[src/rtl/zone_sdi_tx_pkg.sv]
// minimiled_pkg: shared MiniLED zone constants and reader FSM encoding
package minimiled_pkg;
  localparam int ZONE_AW = 9;
  localparam int GRAY_W = 8;
  localparam int ZONES_DEF = 360;
  localparam int GROUP_DEF = 24;
  typedef enum logic [2:0] {IDLE, FETCH, WAIT, SHIFT, LATCH, DONE} state_t;
endpackage

[src/rtl/zone_sdi_tx_if.sv]
// zone_sdi_tx_if: buffer_360 read port plus DCLK/SDI/LE driver-chain pins
interface zone_sdi_tx_if;
  import minimiled_pkg::*;
  logic rd_buf_en;
  logic [ZONE_AW-1:0] array_map;
  logic [GRAY_W-1:0] gray_data;
  logic DCLK;
  logic SDI;
  logic LE;
  modport master(output rd_buf_en, array_map, DCLK, SDI, LE, input gray_data);
  modport slave(input rd_buf_en, array_map, DCLK, SDI, LE, output gray_data);
endinterface

[src/rtl/zone_sdi_tx_shifter.sv]
// sdi_bit_shifter: shifts one word MSB first, SDI held over a full DCLK period
module sdi_bit_shifter #(
  parameter int WORD_W = 16,
  parameter int DCLK_DIV = 4
) (
  input  logic              I_clk,
  input  logic              I_rst,
  input  logic              load,
  input  logic [WORD_W-1:0] word,
  output logic              dclk,
  output logic              sdi,
  output logic              word_done
);
  localparam int PW = $clog2(DCLK_DIV);
  localparam int BW = $clog2(WORD_W);
  localparam logic [PW-1:0] PH_LAST = PW'(DCLK_DIV - 1);
  localparam logic [PW-1:0] PH_RISE = PW'(DCLK_DIV / 2 - 1);
  localparam logic [BW-1:0] B_LAST = BW'(WORD_W - 1);
  logic [WORD_W-1:0] sh;
  logic [BW-1:0] bit_cnt;
  logic [PW-1:0] ph;
  logic active;
  assign word_done = active && bit_cnt == '0 && ph == PH_LAST;
  // Phase counter drives DCLK low then high; the next bit is presented as DCLK falls
  always_ff @(posedge I_clk) begin
    if (I_rst) begin
      sh <= '0;
      bit_cnt <= '0;
      ph <= '0;
      active <= 1'b0;
      dclk <= 1'b0;
      sdi <= 1'b0;
    end else if (load) begin
      sh <= {word[WORD_W-2:0], 1'b0};
      sdi <= word[WORD_W-1];
      bit_cnt <= B_LAST;
      ph <= '0;
      active <= 1'b1;
      dclk <= 1'b0;
    end else if (active) begin
      ph <= ph == PH_LAST ? '0 : ph + 1'b1;
      dclk <= ph != PH_LAST && ph >= PH_RISE;
      if (ph == PH_LAST) begin
        sh <= {sh[WORD_W-2:0], 1'b0};
        sdi <= bit_cnt != '0 && sh[WORD_W-1];
        bit_cnt <= bit_cnt - 1'b1;
        active <= bit_cnt != '0;
      end
    end
  end
endmodule

[src/rtl/zone_sdi_tx.sv]
// zone_sdi_tx: reads per-zone gray values from buffer_360 and serialises them as DCLK/SDI/LE frames
module zone_sdi_tx import minimiled_pkg::*; #(
  parameter int ZONES = ZONES_DEF,
  parameter int GROUP = GROUP_DEF,
  parameter int DCLK_DIV = 4,
  parameter int LE_CYC = 4,
  parameter int WORD_W = 16
) (
  input  logic         I_clk,
  input  logic         I_rst,
  input  logic         I_start,
  zone_sdi_tx_if.master bus,
  output logic         O_busy,
  output logic         O_done
);
  localparam int GW = GROUP > 1 ? $clog2(GROUP) : 1;
  localparam int LW = LE_CYC > 1 ? $clog2(LE_CYC) : 1;
  localparam logic [GW-1:0] G_LAST = GW'(GROUP - 1);
  localparam logic [LW-1:0] L_LAST = LW'(LE_CYC - 1);
  localparam logic [ZONE_AW-1:0] Z_LAST = ZONE_AW'(ZONES - 1);
  if (ZONES % GROUP != 0 || DCLK_DIV < 2 || DCLK_DIV % 2 != 0 || WORD_W != 2 * GRAY_W) begin : g_bad
    $error("zone_sdi_tx: illegal parameter combination");
  end
  state_t st;
  logic [ZONE_AW-1:0] zone;
  logic [ZONE_AW-1:0] zone_nx;
  logic [GW-1:0] gc;
  logic [LW-1:0] lc;
  logic word_done;
  assign zone_nx = zone + 1'b1;
  sdi_bit_shifter #(.WORD_W(WORD_W), .DCLK_DIV(DCLK_DIV)) u_shift (
    .I_clk(I_clk),
    .I_rst(I_rst),
    .load(st == WAIT),
    .word({bus.gray_data, bus.gray_data}),
    .dclk(bus.DCLK),
    .sdi(bus.SDI),
    .word_done(word_done)
  );
  // Frame sequencer: fetch a zone, shift it, latch after each group, pulse done at frame end
  always_ff @(posedge I_clk) begin
    if (I_rst) begin
      st <= IDLE;
      zone <= '0;
      gc <= '0;
      lc <= '0;
      bus.rd_buf_en <= 1'b0;
      bus.array_map <= '0;
      bus.LE <= 1'b0;
      O_busy <= 1'b0;
      O_done <= 1'b0;
    end else begin
      case (st)
        IDLE: if (I_start) begin
          st <= FETCH;
          zone <= '0;
          gc <= '0;
          bus.rd_buf_en <= 1'b1;
          bus.array_map <= '0;
          O_busy <= 1'b1;
        end
        FETCH: begin
          st <= WAIT;
          bus.rd_buf_en <= 1'b0;
        end
        WAIT: st <= SHIFT;
        SHIFT: if (word_done) begin
          if (gc == G_LAST) begin
            st <= LATCH;
            lc <= '0;
            bus.LE <= 1'b1;
          end else begin
            st <= FETCH;
            zone <= zone_nx;
            gc <= gc + 1'b1;
            bus.rd_buf_en <= 1'b1;
            bus.array_map <= zone_nx;
          end
        end
        LATCH: if (lc == L_LAST) begin
          bus.LE <= 1'b0;
          gc <= '0;
          if (zone == Z_LAST) begin
            st <= DONE;
            O_busy <= 1'b0;
            O_done <= 1'b1;
          end else begin
            st <= FETCH;
            zone <= zone_nx;
            bus.rd_buf_en <= 1'b1;
            bus.array_map <= zone_nx;
          end
        end else lc <= lc + 1'b1;
        DONE: begin
          st <= IDLE;
          O_done <= 1'b0;
        end
        default: st <= IDLE;
      endcase
    end
  end
endmodule

[src/flat_wrapper.sv]
// flat-port wrapper written by rule: the top's interface ports become plain ports
module zone_sdi_tx_flat import minimiled_pkg::*;
#(
  parameter int ZONES = ZONES_DEF,
  parameter int GROUP = GROUP_DEF,
  parameter int DCLK_DIV = 4,
  parameter int LE_CYC = 4,
  parameter int WORD_W = 16
)
  (I_clk, I_rst, I_start, O_busy, O_done, bus_rd_buf_en, bus_array_map, bus_DCLK, bus_SDI, bus_LE, bus_gray_data);
  zone_sdi_tx_if bus_i ();
  input  logic I_clk;
  input  logic I_rst;
  input  logic I_start;
  output logic O_busy;
  output logic O_done;
  output wire logic [$bits(bus_i.rd_buf_en)-1:0] bus_rd_buf_en;
  output wire logic [$bits(bus_i.array_map)-1:0] bus_array_map;
  output wire logic [$bits(bus_i.DCLK)-1:0] bus_DCLK;
  output wire logic [$bits(bus_i.SDI)-1:0] bus_SDI;
  output wire logic [$bits(bus_i.LE)-1:0] bus_LE;
  input wire logic [$bits(bus_i.gray_data)-1:0] bus_gray_data;
  assign bus_rd_buf_en = bus_i.rd_buf_en;
  assign bus_array_map = bus_i.array_map;
  assign bus_DCLK = bus_i.DCLK;
  assign bus_SDI = bus_i.SDI;
  assign bus_LE = bus_i.LE;
  assign bus_i.gray_data = bus_gray_data;
  zone_sdi_tx #(.ZONES(ZONES), .GROUP(GROUP), .DCLK_DIV(DCLK_DIV), .LE_CYC(LE_CYC), .WORD_W(WORD_W)) u_core (.I_clk(I_clk), .I_rst(I_rst), .I_start(I_start), .bus(bus_i), .O_busy(O_busy), .O_done(O_done));
endmodule
[config.mk]
export PLATFORM = sky130hd
export DESIGN_NAME = zone_sdi_tx_flat
export DESIGN_NICKNAME = d
export VERILOG_FILES = /design/src/rtl/zone_sdi_tx_pkg.sv /design/src/rtl/zone_sdi_tx_if.sv /design/src/rtl/zone_sdi_tx_shifter.sv /design/src/rtl/zone_sdi_tx.sv /design/src/flat_wrapper.sv
export SDC_FILE = /design/constraint.sdc
export NUM_CORES = 1
export LEC_CHECK = 0
export BUFFER_PORTS_ARGS = -buffer_cell sky130_fd_sc_hd__buf_2
export CORE_ASPECT_RATIO = 2
export CORE_MARGIN = 2
export CORE_UTILIZATION = 59
export DETAILED_ROUTE_END_ITERATION = 12
export PLACE_DENSITY = 0.77
export SLEW_MARGIN = 0
export SYNTH_ARGS = -nofsm -noshare
export SYNTH_HDL_FRONTEND = slang
export SYNTH_SLANG_ARGS = --single-unit
[constraint.sdc]
create_clock -name I_clk -period 4.88 [get_ports I_clk]
set_input_delay 0.732 -clock I_clk [delete_from_list [all_inputs] [get_ports I_clk]]
set_output_delay 0.732 -clock I_clk [all_outputs]
set_load 0.05 [all_outputs]
==> flow_summary.ini <==
[hold_path]
hold_class = register to register
whs_endpoint = u_core.u_shift.sh[1]
whs_path_depth = 2
min-delay-start = u_core.u_shift.sh[1]

[sta]
fmax_mhz = 480
tns_ns = 0
hold_violations = 0
timing.final.crit_share_pct = 42.7
skew_ns = 0.00910
tightest_slew_ns = 0.847
setup_viol = 0
slew_violations = 0
rsz0062_at_grt = no
relSlewSlack_pct = 43.5
min_period_ns = 2.08
finalWorstSetupSlack_ns = 2.80

[pwr]
power.internal_w = 0.000598
peakVddDrop_v = 0.000292
pwr-share-comb_pct = 15.7
netSwitchingPower_w = 0.000239
p_leak_nw = 0.925
clkPwrFrac_pct = 34.1
power_w = 0.000838
p_per_area_mw_per_mm2 = 322
swShare_pct = 28.6
seqPwrFrac_pct = 50.2

[layout]
nets = 311
fin_util_pct = 67.0
antennaDiodeCount = 0
drive_above_1_share_pct = 16.2
final_common_cell = dfxtp_1
area_growth_pct = 8.79
fin_area_mm2 = 0.00260
mostFrequentLayoutCells = 46 x dfxtp_1, 45 x nand2_1, 25 x buf_2

[route]
wire_per_inst_um = 16.6
routed_wl_um = 5780
first_iter_violations = 67
route.detailed.drc = 0
vias = 2168
firstDrtPassIters = 4
vias_per_cell = 6.25
ant_nets = 0

[global_route]
gr-usage-all-layers_pct = 27.5
grt_pass1_wl_um = 9880
antenna_found_initial = 0
grt_overflow = 0
first_global_vias = 2160
grt_max_degree = 32

[placement]
gp_congestion = 0.890
dp_hpwl_um = 4130
pre_cts_ws_ns = 2.74
post_dp_cell_area_mm2 = 0.00249
port_buffers = 25

[floorplanning]
rows = 32
chipHeight_um = 94.0
die_x_um = 49.0
die_area_mm2 = 0.00461
core_mm2 = 0.00388
start_util_pct = 61.6
ioPinCount = 26

[setup_path]
startpoint_type = register
path_buf_inv = 0
timing.rr.end = u_core.bus.array_map[7]
critPathMaxStageDelay_ns = 0.67
critPathCaptureType = register
rrSetupSlack_ns = 2.80
arrival_ns = 2.29
path_delay_family = flip-flops
path_class = register to register
crit_fanout = 18
r2r_start = u_core.st[2]
crit_path_start = u_core.st[2]
cp.required_ns = 5.09
r2r_cells = 4
crit_path_top_delay_cell = dfxtp_1
crit_chain = mux2_2 > nor2_2 > a21oi_1 > a32o_1

[clock_network]
cts.path.max_buffers = 2
root_buffer = clkbuf_8
clock_sinks = 46
cts_inserted_buffers = 5
cts_setup_buffers = 0
h-tree-depth = 2
cts_hold_buf = 0
clk_pin_slew_ns = 0.09
cts-resized-gates = 0
clk-insertion-delay-late_ns = 0.31
cts_tree = built

[yosys]
async_flop_share_pct = 0
syn_nets = 297
yosysWarningCount = 0
synth_compound_area_share_pct = 22.2
synth_xor_area_share_pct = 1.10
yosys.cell_types.count = 60
synth_area_leaders = dfxtp_1 39%, nand2_1 7.1%, a21oi_1 4.4%
synth_edf_count = 0
ys_seq_area_share_pct = 38.5
synth_ff_type = dfxtp_1
avgSynthCellArea_um2 = 8.51
synth_adder_area_share_pct = 2.62
synth_top_family_by_area = simple AND/OR/NAND/NOR gates
ys_seq_elements = 46
synth_simple_gate_area_share_pct = 25.6
synthCells = 281
yosysTopAreaCell = dfxtp_1
netlist_area_mm2 = 0.00239
muxShareOfSynthArea_pct = 3.87
yosysTopAreaCellShare_pct = 38.5

[outcome]
outcome = complete, no violations

[job]
cap_viol_max_count = 0
[synth_stat cells (4+ instances only)]
cell / count
a21oi_1: 21
a221oi_1: 6
a31oi_1: 15
buf_2: 4
clkbuf_1: 11
dfxtp_1: 46
ha_1: 5
inv_1: 11
mux2i_1: 7
nand2_1: 45
nand2b_1: 4
nand3_1: 14
nor4_1: 4
o21ai_0: 13
o32ai_1: 7
[how the worst max path moves through the flow]
stage | depth (start not counted) | slack (ns) | endpoint
floorplan | 6 | 2.80 | u_core.bus.array_map[7]
global placement | 5 | 2.80 | u_core.bus.array_map[7]
detailed placement | 5 | 2.74 | u_core.bus.array_map[7]
CTS | 6 | 2.82 | u_core.gc[1]
global route | 4 | 2.59 | u_core.u_shift.sh[2]
finish | 4 | 2.80 | u_core.bus.array_map[7]
[through the flow]
stage / cells / hold slack (ns)
detailed placement: 339 / 0.468
global route: 347 / 0.505
finish: 347 / 0.480
global placement: 339 / 0.465
CTS: 347 / 0.482
floorplan: 281 / 0.444
[worst reg2reg max path: stages (launching register included)]
cell and delay (ns):
dfxtp_1 0.67, mux2_2 0.42, nor2_2 0.50, a21oi_1 0.12, a32o_1 0.28
[layout make-up]
class / instances / area [um2]
inverters: 11 / 41.3
clock inverters: 3 / 40.0
clock buffers: 5 / 68.8
well taps: 51 / 63.8
repair buffers: 27 / 140
multi-input cells: 204 / 1330
flip-flops and latches: 46 / 921
fillers: 365 / 1280
[per-layer routing]
layer | up-vias | GRT usage [%] | part of all wire, %
li1 | 1068 | - | -
met1 | 1020 | 27.4 | 39
met2 | 58 | 51.7 | 54
met3 | 22 | 4.94 | 3.1
met4 | 0 | 16.0 | 4.0
met5 | - | 0 | 0
[power by group through the flow]
| stage | sequential, W | clock (W) | combinational, W |
|---|---|---|---|
| CTS | 0.000420 | 0.000289 | 0.000131 |
| detailed placement | 0.000428 | 0 | 0.000130 |
| global placement | 0.000428 | 0 | 0.000128 |
| global route | 0.000424 | 0.000305 | 0.000143 |
| floorplan | 0.000432 | 0 | 0.000101 |
| finish | 0.000421 | 0.000286 | 0.000131 |
[registers in the layout (all words and copies together), names as in the netlist, 2 cells and up]
signal and count:
u_core.u_shift.sh 15, u_core.bus.array_map 9, u_core.gc 5, u_core.u_shift.bit_cnt 4
u_core.st 3, u_core.lc 2, u_core.u_shift.ph 2
[cells by family after synthesis]
kind of cell    after synthesis
xor+xnor                      3
fa+ha+maj                     5
compound gates               79
buf+inv                      31
mux                           9
flops                        46
simple gates                108
No activity file was read; power rests on OpenSTA's default activity.
